[config.mk]
export PLATFORM = sky130hd
export DESIGN_NAME = rv_hazard_ctrl
export DESIGN_NICKNAME = d
export VERILOG_FILES = /design/src/rtl/rv_hazard_ctrl.sv
export SDC_FILE = /design/constraint.sdc
export NUM_CORES = 1
export LEC_CHECK = 0
export CAP_MARGIN = 20
export CORE_MARGIN = 10
export CORE_UTILIZATION = 25
export CTS_CLUSTER_DIAMETER = 30
export DETAILED_ROUTE_END_ITERATION = 10
export PLACE_DENSITY = 0.58
export SKIP_LAST_GASP = 1
export SYNTH_ARGS = -nofsm -noshare
export SYNTH_HDL_FRONTEND = slang
export SYNTH_SLANG_ARGS = --single-unit
[constraint.sdc]
create_clock -name clk -period 3.6 [get_ports clk]
set_input_delay 0.9 -clock clk [delete_from_list [all_inputs] [get_ports clk]]
set_output_delay 0.9 -clock clk [all_outputs]
set_load 0.02 [all_outputs]
[src/rtl/rv_hazard_ctrl.sv]
// rv_hazard_ctrl: interlock, flush sequencing and EX operand forwarding for the
// RV32 5-stage pipeline, with saturating stall/flush counters and a memory timeout.
module rv_hazard_ctrl #(
    parameter int unsigned FLUSH_CYCLES = 1,
    parameter int unsigned MEM_TIMEOUT  = 255,
    parameter int unsigned CNT_W        = 16
) (
    input  logic             clk,
    input  logic             rst,
    input  logic [31:0]      if_id_ir,
    input  logic [31:0]      id_ex_ir,
    input  logic [31:0]      ex_mem_ir,
    input  logic [31:0]      mem_wb_ir,
    input  logic             ex_redirect,
    input  logic             mem_busy,
    output logic             pc_stall,
    output logic             if_id_hold,
    output logic             if_id_flush,
    output logic             id_ex_hold,
    output logic             id_ex_bubble,
    output logic             ex_mem_hold,
    output logic             mem_wb_bubble,
    output logic [1:0]       fwd_a_sel,
    output logic [1:0]       fwd_b_sel,
    output logic [CNT_W-1:0] stall_cnt,
    output logic [CNT_W-1:0] flush_cnt,
    output logic             mem_timeout_err
);

    localparam logic [6:0] OPC_OP     = 7'b0110011;
    localparam logic [6:0] OPC_OP_IMM = 7'b0010011;
    localparam logic [6:0] OPC_LOAD   = 7'b0000011;
    localparam logic [6:0] OPC_STORE  = 7'b0100011;
    localparam logic [6:0] OPC_BRANCH = 7'b1100011;
    localparam logic [6:0] OPC_LUI    = 7'b0110111;
    localparam logic [6:0] OPC_AUIPC  = 7'b0010111;
    localparam logic [6:0] OPC_JAL    = 7'b1101111;
    localparam logic [6:0] OPC_JALR   = 7'b1100111;

    typedef enum logic [1:0] {
        S_RUN,
        S_LU_STALL,
        S_FLUSH,
        S_MEM_WAIT
    } state_e;

    state_e           state_q, state_d;
    logic [2:0]       flush_ctr_q, flush_ctr_d;
    logic [15:0]      busy_ctr_q, busy_ctr_d;
    logic             pending_q, pending_d;
    logic [4:0]       wb_last_rd_q, wb_last_rd_d;
    logic             wb_last_valid_q, wb_last_valid_d;
    logic [CNT_W-1:0] stall_cnt_q, stall_cnt_d;
    logic [CNT_W-1:0] flush_cnt_q, flush_cnt_d;
    logic             timeout_err_q, timeout_err_d;

    logic             ld_use;
    logic             new_redir;
    logic             flush_pend;
    logic             redir_act;
    logic             lu_act;
    logic [1:0]       fwd_a, fwd_b;
    logic             unused_ir_bits;

    // Instruction fields that never influence a hazard or forwarding decision.
    assign unused_ir_bits = ^{if_id_ir[31:25], if_id_ir[14:7], id_ex_ir[31:25],
                              id_ex_ir[14:12], ex_mem_ir[31:12], mem_wb_ir[31:12]};

    function automatic logic writes_rd(input logic [31:0] ir);
        return ir[6:0] inside {OPC_OP, OPC_OP_IMM, OPC_LOAD, OPC_LUI, OPC_AUIPC, OPC_JAL, OPC_JALR};
    endfunction

    function automatic logic reads_rs1(input logic [31:0] ir);
        return ir[6:0] inside {OPC_OP, OPC_OP_IMM, OPC_LOAD, OPC_STORE, OPC_BRANCH, OPC_JALR};
    endfunction

    function automatic logic reads_rs2(input logic [31:0] ir);
        return ir[6:0] inside {OPC_OP, OPC_STORE, OPC_BRANCH};
    endfunction

    function automatic logic [1:0] fwd_pick(input logic [4:0] src, input logic [31:0] em_ir,
                                            input logic [31:0] mw_ir, input logic last_valid,
                                            input logic [4:0] last_rd);
        if (writes_rd(em_ir) && em_ir[11:7] != 5'd0 && em_ir[11:7] == src)
            return 2'b01;
        else if (writes_rd(mw_ir) && mw_ir[11:7] != 5'd0 && mw_ir[11:7] == src)
            return 2'b10;
        else if (last_valid && last_rd == src && src != 5'd0)
            return 2'b11;
        else
            return 2'b00;
    endfunction

    // Hazard detection and event priority: mem_busy > redirect > load-use.
    always_comb begin
        ld_use = (id_ex_ir[6:0] == OPC_LOAD) && (id_ex_ir[11:7] != 5'd0) &&
                 ((reads_rs1(if_id_ir) && if_id_ir[19:15] == id_ex_ir[11:7]) ||
                  (reads_rs2(if_id_ir) && if_id_ir[24:20] == id_ex_ir[11:7]));
        new_redir = ~mem_busy & (ex_redirect | pending_q);
        // A flush interrupted by mem_busy keeps its remaining count and resumes from MEM_WAIT.
        flush_pend = ((state_q == S_FLUSH) || (state_q == S_MEM_WAIT)) && (flush_ctr_q != 3'd0);
        redir_act  = ~mem_busy & (new_redir | flush_pend);
        lu_act     = ~mem_busy & ~redir_act & ld_use;
        fwd_a = fwd_pick(id_ex_ir[19:15], ex_mem_ir, mem_wb_ir, wb_last_valid_q, wb_last_rd_q);
        fwd_b = fwd_pick(id_ex_ir[24:20], ex_mem_ir, mem_wb_ir, wb_last_valid_q, wb_last_rd_q);
    end

    // Next-state for the sequencing FSM, timeout tracker, WB history and counters.
    always_comb begin
        state_d         = S_RUN;
        flush_ctr_d     = flush_ctr_q;
        pending_d       = mem_busy & (pending_q | ex_redirect);
        wb_last_rd_d    = wb_last_rd_q;
        wb_last_valid_d = wb_last_valid_q;
        if (mem_busy) begin
            state_d = S_MEM_WAIT;
        end else if (new_redir) begin
            flush_ctr_d = 3'(FLUSH_CYCLES - 1);
            state_d     = (FLUSH_CYCLES > 1) ? S_FLUSH : S_RUN;
        end else if (redir_act) begin
            flush_ctr_d = flush_ctr_q - 3'd1;
            state_d     = (flush_ctr_q > 3'd1) ? S_FLUSH : S_RUN;
        end else if (lu_act) begin
            state_d = S_LU_STALL;
        end
        if (!mem_busy) begin
            wb_last_rd_d    = mem_wb_ir[11:7];
            wb_last_valid_d = writes_rd(mem_wb_ir);
        end
        if (!mem_busy)
            busy_ctr_d = '0;
        else if (busy_ctr_q != 16'hFFFF)
            busy_ctr_d = busy_ctr_q + 16'd1;
        else
            busy_ctr_d = busy_ctr_q;
        timeout_err_d = timeout_err_q |
                        (mem_busy && (({1'b0, busy_ctr_q} + 17'd1) >= 17'(MEM_TIMEOUT)));
        stall_cnt_d = (lu_act && stall_cnt_q != '1) ? stall_cnt_q + CNT_W'(1) : stall_cnt_q;
        flush_cnt_d = (redir_act && flush_cnt_q != '1) ? flush_cnt_q + CNT_W'(1) : flush_cnt_q;
    end

    // State registers with asynchronous active-low reset.
    always_ff @(posedge clk or negedge rst) begin
        if (!rst) begin
            state_q         <= S_RUN;
            flush_ctr_q     <= '0;
            busy_ctr_q      <= '0;
            pending_q       <= 1'b0;
            wb_last_rd_q    <= '0;
            wb_last_valid_q <= 1'b0;
            stall_cnt_q     <= '0;
            flush_cnt_q     <= '0;
            timeout_err_q   <= 1'b0;
        end else begin
            state_q         <= state_d;
            flush_ctr_q     <= flush_ctr_d;
            busy_ctr_q      <= busy_ctr_d;
            pending_q       <= pending_d;
            wb_last_rd_q    <= wb_last_rd_d;
            wb_last_valid_q <= wb_last_valid_d;
            stall_cnt_q     <= stall_cnt_d;
            flush_cnt_q     <= flush_cnt_d;
            timeout_err_q   <= timeout_err_d;
        end
    end

    // Strobe and select outputs, forced quiet while reset is asserted.
    always_comb begin
        pc_stall        = rst & (mem_busy | lu_act);
        if_id_hold      = rst & (mem_busy | lu_act);
        if_id_flush     = rst & redir_act;
        id_ex_hold      = rst & mem_busy;
        id_ex_bubble    = rst & (redir_act | lu_act);
        ex_mem_hold     = rst & mem_busy;
        mem_wb_bubble   = rst & mem_busy;
        fwd_a_sel       = rst ? fwd_a : 2'b00;
        fwd_b_sel       = rst ? fwd_b : 2'b00;
        stall_cnt       = stall_cnt_q;
        flush_cnt       = flush_cnt_q;
        mem_timeout_err = timeout_err_q;
    end

endmodule

==> reports/qor.yml <==
place_area_sq_um: 5360
hold_path.class: "flop to flop"
cp.arrival_ns: 2.65
critPathKind: "primary input to output pin"
grt_usage_pct: 11.0
antenna_found_initial: 0
initial_core_util_pct: 25.7
ios: 176
wl_um: 11200
cts_buffers: 9
crit_start: "mem_wb_ir[5]"
syn_area_per_cell_sq_um: 9.68
rsz0062_at_grt: "true"
yosysSeqAreaShare_pct: 39.9
run_status: "completed"
worstMarginPinSlew_ns: 0.619
startpoint_type: "primary input"
leakagePower_nw: 2.45
ctsLongestPathBuffers: 2
r2r_start: "busy_ctr_q[1]$_DFFE_PN0P_"
root_buffer: "clkbuf_16"
hold_viol: 0
clk_latency_ns: 0.33
ys_types: 50
whs_endpoint: "stall_cnt[9]$_DFFE_PN0P_"
place_ws_ns: -0.765
slew_violations: 0
final_antenna_net_count: 0
cp.required_ns: 2.70
synth_edf_count: 0
core_area_sq_um: 14600
clock_skew_ns: 0.00841
fin_nets: 685
cts.sinks: 60
dp_hpwl_um: 8780
reg2reg_slack_ns: 1.24
cts_tree: "yes"
period_minus_slack_ns: 3.55
yosysWarnings: 0
setup_viol: 0
synth_cells: 389
grt_pass1_vias: 3599
grt_max_degree: 36
period_share_pct: 98.7
syn_area_sq_um: 3760
final_cell_mix: "clkdlybuf4s50_1, dfrtp_1, buf_4, xnor2_1, xor2_1"
first_pass_iters: 4
grt_pass1_wl_um: 18200
design_area_sq_um: 5800
fp.dieH_um: 143
synth_fp_nets: 528
timing.slew.headroom_pct: 58.6
die_x_um: 143
critPathCaptureType: "output pin"
worstPathMaxFanout: 2
num_vias: 3468
layout_commonest_cell: "clkdlybuf4s50_1"
h-tree-depth: 3
maxCapViolations: 0
hp-start: "stall_cnt[9]$_DFFE_PN0P_"
cts_hold_buf: 0
io_buffers: 110
grt-ovfl-total: 0
r2r_end: "mem_timeout_err$_DFF_PN0_"
drive_gt1_share_pct: 18.7
r2r_cells: 7
die_area_sq_um: 20400
antenna_cells: 0
avgRoutedWirePerCell_um: 15.2
drt-initial-drc-count: 122
clkTransAtPathRegs_ns: 0.05
area_growth_pct: 54.1
hold_depth: 1
power_density_nw_per_um2: 394
synthArstFlopShare_pct: 100
ir_worst_vdd_mv: 0.250
drc_errors: 0
ys.flop_type: "dfrtp_1"
clock.fmax_ghz: 0.281
setup_slack_ns: 0.0471
place.gp.congestion: 0.881
via_per_inst: 4.72
nFillCells: 1445
rows: 44
ys_ff_latch: 60
==> worst max-delay path, stage by stage <==
cell             delay, ns
clkdlybuf4s15_1       0.19
o21ba_4               0.23
o31ai_4               0.18
nand4_1               0.22
nor4_2                0.39
buf_4                 0.17
nor2b_1               0.04
nor3b_2               0.17
buf_4                 0.16
==> cell families after synthesis <==
| family | count (synthesis) | share of synthesized area [%] |
|---|---|---|
| AO/OA/AOI/OAI | 47 | 9.11 |
| XOR/XNOR | 80 | 18.6 |
| adder cells (fa/ha/maj) | 7 | 2.33 |
| buffers and inverters | 17 | 2.29 |
| flip-flops | 60 | 39.9 |
| multiplexers | 8 | 2.36 |
| AND/OR/NAND/NOR | 170 | 25.4 |
==> how the worst max path moves through the flow <==
stage	to	slack [ns]	cells after the start
after CTS	fwd_a_sel[1]	-0.02	9
after detailed placement	fwd_a_sel[1]	-0.77	9
after global placement	fwd_a_sel[1]	-0.77	9
after floorplan	pc_stall	0.26	7
after global routing	fwd_b_sel[0]	-0.04	8
final	fwd_a_sel[1]	0.05	9
==> stage by stage <==
stage / hold WS [ns] / setup TNS [ns] / power, mW / util [%] / std cells
6_report: 0.493 / 0 / 2.28 / 39.6 / 735
5_1_grt: 0.515 / -0.104 / 2.39 / 39.6 / 735
4_1_cts: 0.498 / -0.0190 / 2.31 / 39.2 / 734
3_5_place_dp: 0.483 / -4.78 / 1.31 / 36.6 / 717
3_3_place_gp: 0.478 / -4.82 / 1.29 / 36.6 / 717
2_1_floorplan: 0.475 / 0 / 1.04 / - / 389
==> power breakdown <==
| part | switching (mW) | leakage [nW] | internal [mW] |
|---|---|---|---|
| Clock | 0.304 | 0.167 | 0.676 |
| Sequential | 0.0634 | 0.807 | 0.730 |
| Combinational | 0.239 | 1.47 | 0.270 |
| Total | 0.607 | 2.45 | 1.68 |
==> repair_timing <==
item	CTS	global route
setup buffers	1	1
gates resized for setup	57	13
pin swaps	13	10
hold endpoints to repair	0	0
endpoints found under the setup margin	8	10
==> flip-flops by register name (all words and copies together) (netlist names) <==
| name | cells |
|---|---|
| flush_cnt | 16 |
| flush_ctr_q | 3 |
| busy_ctr_q | 16 |
| wb_last_valid_q | 1 |
| mem_timeout_err | 1 |
| pending_q | 1 |
| state_q | 1 |
| stall_cnt | 16 |
| wb_last_rd_q | 5 |
==> area by class of cell <==
class	instances	area (sq um)	share of cell area, %
inverter	6	22.5	0.388
timing repair buffer	157	1440	24.9
clock buffer	10	229	3.95
multi-input combinational	312	2260	39.0
tap	184	230	3.97
sequential	60	1500	25.9
clock inverter	6	113	1.94
==> synth_stat cells (6+ instances only) <==
| library cell | instances | area share [%] |
|---|---|---|
| o21ai_0 | 8 | 1.1 |
| nor3_1 | 13 | 1.7 |
| clkbuf_1 | 6 | 0.60 |
| nor4_1 | 10 | 1.7 |
| nor2_1 | 26 | 2.6 |
| a21boi_0 | 11 | 2.2 |
| ha_1 | 7 | 2.3 |
| and3_1 | 11 | 1.8 |
| nand2b_1 | 6 | 1.0 |
| xnor2_1 | 41 | 9.5 |
| nand3_1 | 28 | 3.7 |
| nand4_1 | 15 | 2.5 |
| and2_1 | 7 | 1.2 |
| xor2_1 | 39 | 9.1 |
| mux2_2 | 7 | 2.1 |
| dfrtp_1 | 60 | 40 |
| inv_1 | 6 | 0.60 |
| nand2_1 | 22 | 2.2 |
==> per-layer routing <==
metal / GRT usage [%] / share of wire [%]
met5: 0 / 0
met4: 3.85 / 2.1
met2: 18.4 / 49
met3: 3.81 / 7.2
met1: 12.9 / 42
No activity file was read; power rests on OpenSTA's default activity.
